<file path="src/rtl/adma2_pkg.sv">
// Shared types and constants for the ADMA2 descriptor sequencer: state encoding,
// descriptor action codes, descriptor field positions and error-state codes.
package adma2_pkg;

   // Encodings of FDS and TFR match the error-state codes reported to the host.
   typedef enum logic [1:0] {
      StStop = 2'b00,
      StFds  = 2'b01,
      StCadr = 2'b10,
      StTfr  = 2'b11
   } adma2_state_e;

   localparam logic [1:0] ACT_NOP  = 2'b00;
   localparam logic [1:0] ACT_TRAN = 2'b10;
   localparam logic [1:0] ACT_LINK = 2'b11;

   localparam int unsigned DescValidBit = 0;
   localparam int unsigned DescEndBit   = 1;
   localparam int unsigned DescIntBit   = 2;
   localparam int unsigned DescActLsb   = 4;
   localparam int unsigned DescLenLsb   = 16;
   localparam int unsigned DescAddrLsb  = 32;

   localparam logic [1:0] ERR_ST_STOP = 2'b00;
   localparam logic [1:0] ERR_ST_FDS  = 2'b01;
   localparam logic [1:0] ERR_ST_TFR  = 2'b11;

   localparam logic [16:0] MaxTfrLen = 17'h1_0000;

endpackage

</file>
<file path="src/rtl/adma2_sequencer_if.sv">
// Descriptor-fetch and data-mover handshake bundle of the ADMA2 sequencer.
// master = sequencer side, slave = memory/data-mover side.
interface adma2_sequencer_if;

   logic        desc_req;
   logic [63:0] desc_addr;
   logic        desc_ack;
   logic [63:0] desc_data;
   logic        tfr_start;
   logic [31:0] tfr_addr;
   logic [16:0] tfr_len;
   logic        tfr_done;
   logic        tfr_error;

   modport master (
      output desc_req, desc_addr, tfr_start, tfr_addr, tfr_len,
      input  desc_ack, desc_data, tfr_done, tfr_error
   );

   modport slave (
      input  desc_req, desc_addr, tfr_start, tfr_addr, tfr_len,
      output desc_ack, desc_data, tfr_done, tfr_error
   );

endinterface

</file>
<file path="src/rtl/adma2_desc_decode.sv">
// Combinational ADMA2 descriptor field extraction; a length field of 0 means 65536 bytes.
module adma2_desc_decode
   import adma2_pkg::*;
(
   input  logic [63:0] desc_i,
   output logic        valid_o,
   output logic        end_o,
   output logic        int_o,
   output logic [1:0]  act_o,
   output logic [31:0] addr_o,
   output logic [16:0] len_o
);

   logic [1:0]  act_raw;
   logic [15:0] len_raw;
   logic        unused_rsv;

   always_comb begin
      valid_o = desc_i[DescValidBit];
      end_o   = desc_i[DescEndBit];
      int_o   = desc_i[DescIntBit];
      act_raw = desc_i[DescActLsb +: 2];
      // The reserved code 01 behaves exactly like a nop.
      act_o   = (act_raw == 2'b01) ? ACT_NOP : act_raw;
      len_raw = desc_i[DescLenLsb +: 16];
      len_o   = (len_raw == 16'd0) ? MaxTfrLen : {1'b0, len_raw};
      addr_o  = desc_i[DescAddrLsb +: 32];
   end

   assign unused_rsv = ^{desc_i[15:6], desc_i[3]};

endmodule

</file>
<file path="src/rtl/adma2_sequencer.sv">
// ADMA2 descriptor-chain controller: fetch, decode, hand transfers to the data mover.
// Optional fetch watchdog enabled by defining ADMA_FETCH_TIMEOUT_EN.
module adma2_sequencer
   import adma2_pkg::*;
#(
`ifdef ADMA_FETCH_TIMEOUT_EN
   parameter int unsigned FETCH_TIMEOUT = 1024
`endif
) (
   input  logic                     clk,
   input  logic                     reset_n,
   input  logic                     start,
   input  logic                     abort,
   input  logic [63:0]              Initial_ADMA_System_Address,
   adma2_sequencer_if.master        dma_if,
   output logic [63:0]              ADMA_System_Address_Register,
   output logic [1:0]               ADMA_Error_State,
   output logic                     DMA_Interrupt,
   output logic                     ADMA_Error,
   output logic                     Transfer_complete,
   input  logic                     ack_DMA_Interrupt,
   input  logic                     ack_ADMA_Error,
   input  logic                     ack_Transfer_complete
);

   adma2_state_e state_q, state_d;
   logic [63:0]  addr_q, addr_d;
   logic [63:0]  desc_q, desc_d;
   logic         first_q, first_d;
   logic         int_q, int_d;
   logic         err_q, err_d;
   logic         tc_q, tc_d;
   logic [1:0]   err_st_q, err_st_d;
   logic         set_int, set_err, set_tc;

   logic         d_valid, d_end, d_int;
   logic [1:0]   d_act;
   logic [31:0]  d_addr;
   logic [16:0]  d_len;

`ifdef ADMA_FETCH_TIMEOUT_EN
   localparam int unsigned CntW = $clog2(FETCH_TIMEOUT) + 1;
   logic [CntW-1:0] cnt_q, cnt_d;
`endif

   adma2_desc_decode u_decode (
      .desc_i  (desc_q),
      .valid_o (d_valid),
      .end_o   (d_end),
      .int_o   (d_int),
      .act_o   (d_act),
      .addr_o  (d_addr),
      .len_o   (d_len)
   );

   always_comb begin
      state_d  = state_q;
      addr_d   = addr_q;
      desc_d   = desc_q;
      first_d  = 1'b0;
      err_st_d = err_st_q;
      set_int  = 1'b0;
      set_err  = 1'b0;
      set_tc   = 1'b0;
`ifdef ADMA_FETCH_TIMEOUT_EN
      cnt_d    = '0;
`endif
      unique case (state_q)
         StStop: begin
            if (start && !abort) begin
               addr_d  = Initial_ADMA_System_Address;
               state_d = StFds;
            end
         end
         StFds: begin
            if (dma_if.desc_ack) begin
               desc_d  = dma_if.desc_data;
               state_d = StCadr;
            end
`ifdef ADMA_FETCH_TIMEOUT_EN
            else if (cnt_q == CntW'(FETCH_TIMEOUT - 1)) begin
               set_err  = 1'b1;
               err_st_d = ERR_ST_FDS;
               state_d  = StStop;
            end else begin
               cnt_d = cnt_q + CntW'(1);
            end
`endif
         end
         StCadr: begin
            if (!d_valid) begin
               set_err  = 1'b1;
               err_st_d = ERR_ST_FDS;
               state_d  = StStop;
            end else if (d_act == ACT_TRAN) begin
               addr_d  = addr_q + 64'd8;
               first_d = 1'b1;
               state_d = StTfr;
            end else begin
               // Link and nop descriptors complete here; transfers complete on tfr_done.
               addr_d  = (d_act == ACT_LINK) ? {32'b0, d_addr} : addr_q + 64'd8;
               set_int = d_int;
               set_tc  = d_end;
               state_d = d_end ? StStop : StFds;
            end
         end
         StTfr: begin
            if (dma_if.tfr_error) begin
               set_err  = 1'b1;
               err_st_d = ERR_ST_TFR;
               state_d  = StStop;
            end else if (dma_if.tfr_done) begin
               set_int = d_int;
               set_tc  = d_end;
               state_d = d_end ? StStop : StFds;
            end
         end
         default: state_d = StStop;
      endcase

      if (abort && (state_q != StStop)) begin
         state_d  = StStop;
         addr_d   = addr_q;
         first_d  = 1'b0;
         err_st_d = err_st_q;
         set_int  = 1'b0;
         set_err  = 1'b0;
         set_tc   = 1'b0;
      end

      // A set in the same cycle as the host ack keeps the flag asserted.
      int_d = set_int | (int_q & ~ack_DMA_Interrupt);
      err_d = set_err | (err_q & ~ack_ADMA_Error);
      tc_d  = set_tc  | (tc_q  & ~ack_Transfer_complete);
   end

   always_ff @(posedge clk or negedge reset_n) begin
      if (!reset_n) begin
         state_q  <= StStop;
         addr_q   <= '0;
         desc_q   <= '0;
         first_q  <= 1'b0;
         int_q    <= 1'b0;
         err_q    <= 1'b0;
         tc_q     <= 1'b0;
         err_st_q <= ERR_ST_STOP;
`ifdef ADMA_FETCH_TIMEOUT_EN
         cnt_q    <= '0;
`endif
      end else begin
         state_q  <= state_d;
         addr_q   <= addr_d;
         desc_q   <= desc_d;
         first_q  <= first_d;
         int_q    <= int_d;
         err_q    <= err_d;
         tc_q     <= tc_d;
         err_st_q <= err_st_d;
`ifdef ADMA_FETCH_TIMEOUT_EN
         cnt_q    <= cnt_d;
`endif
      end
   end

   assign dma_if.desc_req  = (state_q == StFds);
   assign dma_if.desc_addr = (state_q == StFds) ? addr_q : '0;
   assign dma_if.tfr_start = (state_q == StTfr) && first_q;
   assign dma_if.tfr_addr  = (state_q == StTfr) ? d_addr : '0;
   assign dma_if.tfr_len   = (state_q == StTfr) ? d_len : '0;

   assign ADMA_System_Address_Register = addr_q;
   assign ADMA_Error_State             = err_st_q;
   assign DMA_Interrupt                = int_q;
   assign ADMA_Error                   = err_q;
   assign Transfer_complete            = tc_q;

endmodule

</file>
<file path="src/flat_wrapper.sv">
// flat-port wrapper written by rule: the top's interface ports become plain ports
module adma2_sequencer_flat import adma2_pkg::*;
  (clk, reset_n, start, abort, Initial_ADMA_System_Address, ADMA_System_Address_Register, ADMA_Error_State, DMA_Interrupt, ADMA_Error, Transfer_complete, ack_DMA_Interrupt, ack_ADMA_Error, ack_Transfer_complete, dma_if_desc_req, dma_if_desc_addr, dma_if_tfr_start, dma_if_tfr_addr, dma_if_tfr_len, dma_if_desc_ack, dma_if_desc_data, dma_if_tfr_done, dma_if_tfr_error);
  adma2_sequencer_if dma_if_i ();
  input  logic clk;
  input  logic reset_n;
  input  logic start;
  input  logic abort;
  input  logic [63:0] Initial_ADMA_System_Address;
  output logic [63:0] ADMA_System_Address_Register;
  output logic [1:0] ADMA_Error_State;
  output logic DMA_Interrupt;
  output logic ADMA_Error;
  output logic Transfer_complete;
  input  logic ack_DMA_Interrupt;
  input  logic ack_ADMA_Error;
  input  logic ack_Transfer_complete;
  output wire logic [$bits(dma_if_i.desc_req)-1:0] dma_if_desc_req;
  output wire logic [$bits(dma_if_i.desc_addr)-1:0] dma_if_desc_addr;
  output wire logic [$bits(dma_if_i.tfr_start)-1:0] dma_if_tfr_start;
  output wire logic [$bits(dma_if_i.tfr_addr)-1:0] dma_if_tfr_addr;
  output wire logic [$bits(dma_if_i.tfr_len)-1:0] dma_if_tfr_len;
  input wire logic [$bits(dma_if_i.desc_ack)-1:0] dma_if_desc_ack;
  input wire logic [$bits(dma_if_i.desc_data)-1:0] dma_if_desc_data;
  input wire logic [$bits(dma_if_i.tfr_done)-1:0] dma_if_tfr_done;
  input wire logic [$bits(dma_if_i.tfr_error)-1:0] dma_if_tfr_error;
  assign dma_if_desc_req = dma_if_i.desc_req;
  assign dma_if_desc_addr = dma_if_i.desc_addr;
  assign dma_if_tfr_start = dma_if_i.tfr_start;
  assign dma_if_tfr_addr = dma_if_i.tfr_addr;
  assign dma_if_tfr_len = dma_if_i.tfr_len;
  assign dma_if_i.desc_ack = dma_if_desc_ack;
  assign dma_if_i.desc_data = dma_if_desc_data;
  assign dma_if_i.tfr_done = dma_if_tfr_done;
  assign dma_if_i.tfr_error = dma_if_tfr_error;
  adma2_sequencer u_core (.clk(clk), .reset_n(reset_n), .start(start), .abort(abort), .Initial_ADMA_System_Address(Initial_ADMA_System_Address), .dma_if(dma_if_i), .ADMA_System_Address_Register(ADMA_System_Address_Register), .ADMA_Error_State(ADMA_Error_State), .DMA_Interrupt(DMA_Interrupt), .ADMA_Error(ADMA_Error), .Transfer_complete(Transfer_complete), .ack_DMA_Interrupt(ack_DMA_Interrupt), .ack_ADMA_Error(ack_ADMA_Error), .ack_Transfer_complete(ack_Transfer_complete));
endmodule
</file>
<file path="config.mk">
export PLATFORM = sky130hd
export DESIGN_NAME = adma2_sequencer_flat
export DESIGN_NICKNAME = d
export VERILOG_FILES = /design/src/rtl/adma2_pkg.sv /design/src/rtl/adma2_sequencer_if.sv /design/src/rtl/adma2_desc_decode.sv /design/src/rtl/adma2_sequencer.sv /design/src/flat_wrapper.sv
export SDC_FILE = /design/constraint.sdc
export NUM_CORES = 1
export LEC_CHECK = 0
export BUFFER_PORTS_ARGS = -buffer_cell sky130_fd_sc_hd__buf_2
export CORE_MARGIN = 2
export CORE_UTILIZATION = 25
export CTS_BUF_LIST = sky130_fd_sc_hd__clkbuf_8
export CTS_CLUSTER_SIZE = 16
export DETAILED_ROUTE_END_ITERATION = 16
export PLACE_DENSITY_LB_ADDON = 0.05
export SLEW_MARGIN = 10
export SYNTH_ARGS = -nofsm -noshare
export SYNTH_HDL_FRONTEND = slang
export SYNTH_SLANG_ARGS = --single-unit
</file>
<file path="constraint.sdc">
create_clock -name clk -period 2.6 [get_ports clk]
set_clock_uncertainty 0.2 [all_clocks]
set_input_delay 0.52 -clock clk [delete_from_list [all_inputs] [get_ports clk]]
set_output_delay 0.52 -clock clk [all_outputs]
set_load 0.02 [all_outputs]
</file>
==> impl_metrics.tcl, run 1 <==
set metrics [dict create \
    slew_headroom_pct 63.3 \
    grt_antenna_before_repair 4 \
    worstMarginPinSlew_ns 0.545 \
    dr_wl_met2_um 16700 \
    initial_core_util_pct 25.3 \
    critical_path_class "flip-flop to flip-flop" \
    synth.most_common_cell "dfrtp_1" \
    syn-num-nets 1021 \
    num_io_pins 322 \
    crit_buf_inv 2 \
    r2r_cells 7 \
    drc 0 \
    synth_edf_count 0 \
    startpoint_type "flip-flop" \
    ff2ff_setup_slack_ns 0.09 \
    n_antenna_cell 0 \
    hpwl_um 26600 \
    min_period_over_period_pct 96.4 \
    worstHoldStart "Initial_ADMA_System_Address[38]" \
    fp.dieH_um 180 \
    grt_overflow 0 \
    synthArstFlopShare_pct 100 \
    r2r_end "u_core.ADMA_System_Address_Register[24]" \
    portBuffers 310 \
    max_freq_mhz 399 \
    cp_top_family "simple AND/OR/NAND/NOR gates" \
    avgSynthCellArea_um2 8.79 \
    seq_area_um2 3140 \
    outcome "complete, no violations" \
    first_global_vias 8581 \
    drt_first_pass_iters 6 \
    synth_warnings 0 \
    min_path_type "primary input to flip-flop" \
    clockRootBuffer "clkbuf_8" \
    viasPerCell 5.13 \
    crit_slowest_cell "dfrtp_2" \
    dr.first_iter.drc_count 512 \
    grt_pass1_wl_um 53600 \
    fin_nets 1400 \
    fin_setup_tns_ns 0 \
    synth_area_um2 7750 \
    cp_common_cell "buf_4" \
    clk_pin_slew_worst_paths_ns 0.09 \
    rows 64 \
    period_needed_ns 2.51 \
    whs_ns 0.0708 \
    ys_ff_latch 125 \
    ant_nets 0 \
    synthTopCellsByCount "dfrtp_1, nand2_1, clkbuf_1, and3_1, and2_1" \
    p_leak_nw 5.34 \
    die_area_um2 32400 \
    wl_um 35600 \
    fill_cells 3331 \
    ir_worst_vdd_v 0.000335 \
    seq_area_frac_synth_pct 40.4 \
    wl_per_cell_um 21.3 \
    clk_latency_ns 0.46 \
    via_count 8565 \
    clk_path_buf_depth 2 \
    cts_made_buffers 17 \
    grt_usage_pct 21.3 \
    max-cap-violations 0 \
    crit_fanout 21 \
    holdPathEnd "u_core.ADMA_System_Address_Register[38]" \
    powerDensity_nw_per_um2 729 \
    r2r_start "u_core.state_q[0]" \
    hold_depth 3 \
    rsz0062_at_grt "true" \
    ys_top_cells_by_area "dfrtp_1, mux2_2, and3_1" \
    ys.flop_type "dfrtp_1" \
    cpPeakStageDelay_ns 0.45 \
    final_layout_size_suffix_gt1_share_pct 44.0 \
    cts_sinks 125 \
    die_x_um 180 \
    wl_met3_um 2400 \
    cp.required_ns 2.78 \
    grt_max_degree 56 \
    setup_violations 0 \
    cp.arrival_ns 2.68 \
    netlist_instances 882 \
    gp_congestion 0.829 \
    core_um2 30600 \
    timing_hold_violations_final 0 \
    synth_top_area_cell "dfrtp_1" \
    m1WireLength_um 16200 \
    h-tree-depth 4 \
    end_kind "flip-flop" \
    top_layer_used "met5" \
    multiInputGateArea_um2 4350 \
    crit_chain "buf_4, nor2b_2, nand2_2, buf_4, nor3_1, a222oi_1, o21ai_0" \
    netlist-cell-type-count 65 \
    syn2layout_area_growth_pct 43.3 \
    finalMaxSlewViolations 0 \
    synth_top_area_share_pct 40.4 \
    cts_tree "done" \
]
report_power, final:
part	switching, mW	internal, mW	total [mW]
clock	0.974	0.913	1.89
combinational	1.85	1.28	3.13
sequential	0.582	2.50	3.08
through the flow:
step                      power, mW  instances  cell area (um^2)  utilization, %  setup slack (ns)
after floorplan                4.67        882              7760               -          0.000697
after global placement         6.18       1631             10500            34.3             0.117
after detailed placement       6.20       1631             10500            34.3             0.107
after CTS                      8.14       1667             11000            35.9         -0.000418
after global routing           8.61       1670             11100            36.3           -0.0101
final                          8.10       1670             11100            36.3            0.0931
placed cells by master (no fill, tap or decap), types with 18 or more instances in the layout:
| cell type | n |
|---|---|
| clkbuf_8 | 18 |
| nand3_1 | 38 |
| nand4_1 | 37 |
| nand2_1 | 78 |
| dfrtp_1 | 113 |
| buf_2 | 297 |
| nor4_1 | 18 |
| inv_1 | 23 |
| nor2_1 | 24 |
| mux2_2 | 53 |
| and3_1 | 60 |
| nor3_1 | 26 |
| and2_1 | 56 |
| o21ai_0 | 54 |
| buf_4 | 116 |
| a21oi_1 | 33 |
worst min-delay path, stage by stage:
cell      delay [ns]
buf_2           0.08
nand2_1         0.04
o311ai_1        0.06
metal layers:
metal	vias to the layer above	global-route usage, %
li1	4081	-
met1	4168	28.4
met2	286	34.9
met3	22	6.00
met4	8	3.61
met5	-	0
cell type report:
class	instances	area share, %
multi-input cells	664	39.1
clock buffers	18	2.23
clock inverters	14	1.52
well taps	396	4.46
flip-flops and latches	125	28.3
repair buffers	429	23.5
inverters	24	0.822
repair_timing:
item,in CTS,in global routing
setup endpoints to repair,38,54
resized for setup,8,25
setup buffers,0,2
hold buffers,4,0
pin swaps,0,1
hold endpoints to repair,40,0
cloned,0,1
kinds of logic after synthesis:
family | count (synthesis) | synth area share, %
compound gates | 198 | 17.5
fa+ha+maj | 1 | 0.161
buf+inv | 93 | 4.57
flops | 125 | 40.4
mux | 59 | 8.47
simple gates | 406 | 28.9
worst max-delay path by stage:
stage / startpoint / to / cells after the start
floorplan: u_core.ADMA_System_Address_Register[21] / u_core.ADMA_System_Address_Register[40] / 6
global placement: u_core.ADMA_System_Address_Register[4] / u_core.ADMA_System_Address_Register[40] / 5
detailed placement: u_core.ADMA_System_Address_Register[4] / u_core.ADMA_System_Address_Register[40] / 5
CTS: u_core.state_q[1] / dma_if_desc_addr[21] / 5
global route: u_core.state_q[1] / dma_if_desc_addr[21] / 5
finish: u_core.state_q[0] / u_core.ADMA_System_Address_Register[24] / 7
state kept, by name (all words and copies together) (netlist names):
register and count:
u_core.state_q 2, u_core.ADMA_System_Address_Register 64, u_core.Transfer_complete 1, u_core.ADMA_Error_State 2
u_core.ADMA_Error 1, u_core.first_q 1, u_core.DMA_Interrupt 1, u_core.desc_q 53
Note: power is estimated with default switching activity, not from simulation.
==> run 2, diff against run 1 <==
--- a/config.mk
+++ b/config.mk
@@ -11,7 +11,9 @@
 export CTS_BUF_LIST = sky130_fd_sc_hd__clkbuf_8
 export CTS_CLUSTER_SIZE = 16
 export DETAILED_ROUTE_END_ITERATION = 16
+export MAX_ROUTING_LAYER = met4
 export PLACE_DENSITY_LB_ADDON = 0.05
+export RECOVER_POWER = 25
 export SLEW_MARGIN = 10
 export SYNTH_ARGS = -nofsm -noshare
 export SYNTH_HDL_FRONTEND = slang
==> run 2 against run 1 <==
  * Final cell count rose by 0.24%
  * Sequential share of layout area about the same
  * Die area unchanged
  * Flip-flop and latch count unchanged
  * Clock power is essentially flat
  * Non-clock buffer count unchanged
  * Final area down 0.17%
  * Routed wire length hardly changed
  * Via count is essentially flat
  * Total power fell by 0.14%
  * Global-route usage increased by 0.66 points
  * Count of clock-buffer cells in the layout is the same
  * Critical endpoint is now dma_if_desc_addr[21]
  * Highest routed layer is now met4
==> impl_metrics.tcl, run 2 (synthesized netlist as in run 1, its figures left out) <==
set metrics [dict create \
    outcome "complete, no violations" \
    grt_pass1_wl_um 53500 \
    fin_cells 1674 \
    setup_violations 0 \
    rows 64 \
    intPower_mw 4.69 \
    post-place-ws_ns 0.107 \
    wl_per_cell_um 21.3 \
    p_comb_share_pct 38.6 \
    timing_hold_violations_final 0 \
    portBuffers 310 \
    holdPathEnd "u_core.ADMA_System_Address_Register[38]" \
    largest_reg_flops 64 \
    die_area_um2 32400 \
    multiInputGateArea_um2 4350 \
    p_switching_mw 3.40 \
    hold_depth 3 \
    clockRootBuffer "clkbuf_8" \
    hpwl_um 26600 \
    num_io_pins 322 \
    final_util_pct 36.3 \
    wl_um 35600 \
    fin_setup_tns_ns 0 \
    fill_cells 3338 \
    cp_top_family "buffers and inverters" \
    crit_buf_inv 3 \
    first_global_vias 8589 \
    clockPowerShare_pct 23.3 \
    power_mw 8.09 \
    crit_slowest_cell "dfrtp_2" \
    rsz0062_at_grt "true" \
    seq_area_um2 3140 \
    clk_pin_slew_worst_paths_ns 0.09 \
    max_freq_mhz 401 \
    p_leak_nw 5.33 \
    dpl_cell_area_um2 10500 \
    period_needed_ns 2.50 \
    die_x_um 180 \
    grt_usage_pct 22.0 \
    r2r_start "u_core.state_q[0]" \
    max-cap-violations 0 \
    ant_nets 0 \
    critical_path_class "flip-flop to output port" \
    cts_sinks 125 \
    via_count 8571 \
    drc 0 \
    grt_antenna_before_repair 4 \
    initial_core_util_pct 25.3 \
    gp_congestion 0.842 \
    end_kind "output port" \
    drt_first_pass_iters 7 \
    core_um2 30600 \
    fin_area_um2 11100 \
    crit_fanout 18 \
    viasPerCell 5.12 \
    cts_tree "done" \
    setup_ws_ns 0.103 \
    switching_share_pct 42.0 \
    grt_overflow 0 \
    ir_worst_vdd_v 0.000334 \
    fp.dieH_um 180 \
    dr.first_iter.drc_count 564 \
    fin_nets 1400 \
    whs_ns 0.0736 \
    final_layout_size_suffix_gt1_share_pct 44.0 \
    seqPwrFrac_pct 38.1 \
    cp.required_ns 1.88 \
    clk_latency_ns 0.46 \
    clk_path_buf_depth 2 \
    ff2ff_setup_slack_ns 0.11 \
    min_path_type "primary input to flip-flop" \
    startpoint_type "flip-flop" \
    r2r_end "u_core.ADMA_System_Address_Register[20]" \
    r2r_cells 7 \
    placed_cells 1631 \
    crit_chain "buf_12, nor2_4, buf_6, and2_1, buf_2" \
    slew_headroom_pct 11.8 \
    cpPeakStageDelay_ns 0.47 \
    mostFrequentLayoutCells "buf_2, dfrtp_1, buf_4, nand2_1, and3_1" \
    grt_max_degree 56 \
    powerDensity_nw_per_um2 729 \
    finalMaxSlewViolations 0 \
    worstHoldStart "Initial_ADMA_System_Address[38]" \
    min_period_over_period_pct 96.0 \
    cp.arrival_ns 1.78 \
    cts_made_buffers 17 \
    worstMarginPinSlew_ns 1.32 \
    layout_commonest_cell "buf_2" \
    h-tree-depth 4 \
    syn2layout_area_growth_pct 43.1 \
]
-- run 2: cell count changes in the layout (fill, tap and decap cells not counted) --
cell / delta
buf_2: +6
buf_6: -1
clkbuf_2: +4
buf_4: -9
diode_2: +4
-- run 2: worst max path at each step --
stage / cells past startpoint / start / slack, ns / end
global placement: 5 / u_core.ADMA_System_Address_Register[4] / 0.12 / u_core.ADMA_System_Address_Register[40]
global route: 5 / u_core.state_q[1] / -0.01 / dma_if_desc_addr[54]
CTS: 5 / u_core.state_q[1] / -0.0004 / dma_if_desc_addr[21]
finish: 5 / u_core.state_q[1] / 0.10 / dma_if_desc_addr[21]
detailed placement: 5 / u_core.ADMA_System_Address_Register[4] / 0.11 / u_core.ADMA_System_Address_Register[40]
floorplan: 6 / u_core.ADMA_System_Address_Register[21] / 0.0007 / u_core.ADMA_System_Address_Register[40]
-- run 2: worst reg2reg max path, delay by kind of cell (launching register included) --
| family | cells | cell delay [ns] |
|---|---|---|
| AOI/OAI and AO/OA | 2 | 0.37 |
| buffers and inverters | 2 | 0.44 |
| DFF | 1 | 0.45 |
| and+or+nand+nor | 3 | 0.96 |
-- run 2: layer usage --
layer / vias up / share of wire, % / GRT usage (%)
met5: - / 0 / -
met4: 0 / 0.81 / 3.71
met3: 13 / 6.6 / 5.88
met2: 271 / 47 / 35.0
met1: 4202 / 45 / 28.4
li1: 4085 / - / -
-- run 2: area by class of cell --
class / count / area share, %
clock inverter: 14 / 1.52
inverter: 24 / 0.823
clock buffer: 18 / 2.23
tap: 396 / 4.47
antenna: 4 / 0.0902
sequential: 125 / 28.3
timing repair buffer: 429 / 23.3
multi-input combinational: 664 / 39.2
-- run 2: repair_timing --
item | 4_1_cts | 5_1_grt
pin swaps | 0 | 1
resized for setup | 8 | 19
setup buffers | 0 | 2
gates cloned | 0 | 1
hold buffers | 4 | 0
setup endpoints to repair | 38 | 54
hold endpoints to repair | 40 | 0
-- run 2: power groups by stage --
stage	Combinational (mW)	Clock, mW	Sequential (mW)
floorplan	1.29	0	3.37
global placement	3.08	0	3.10
detailed placement	3.09	0	3.11
CTS	3.11	1.95	3.08
global route	3.39	2.04	3.18
finish	3.12	1.88	3.08
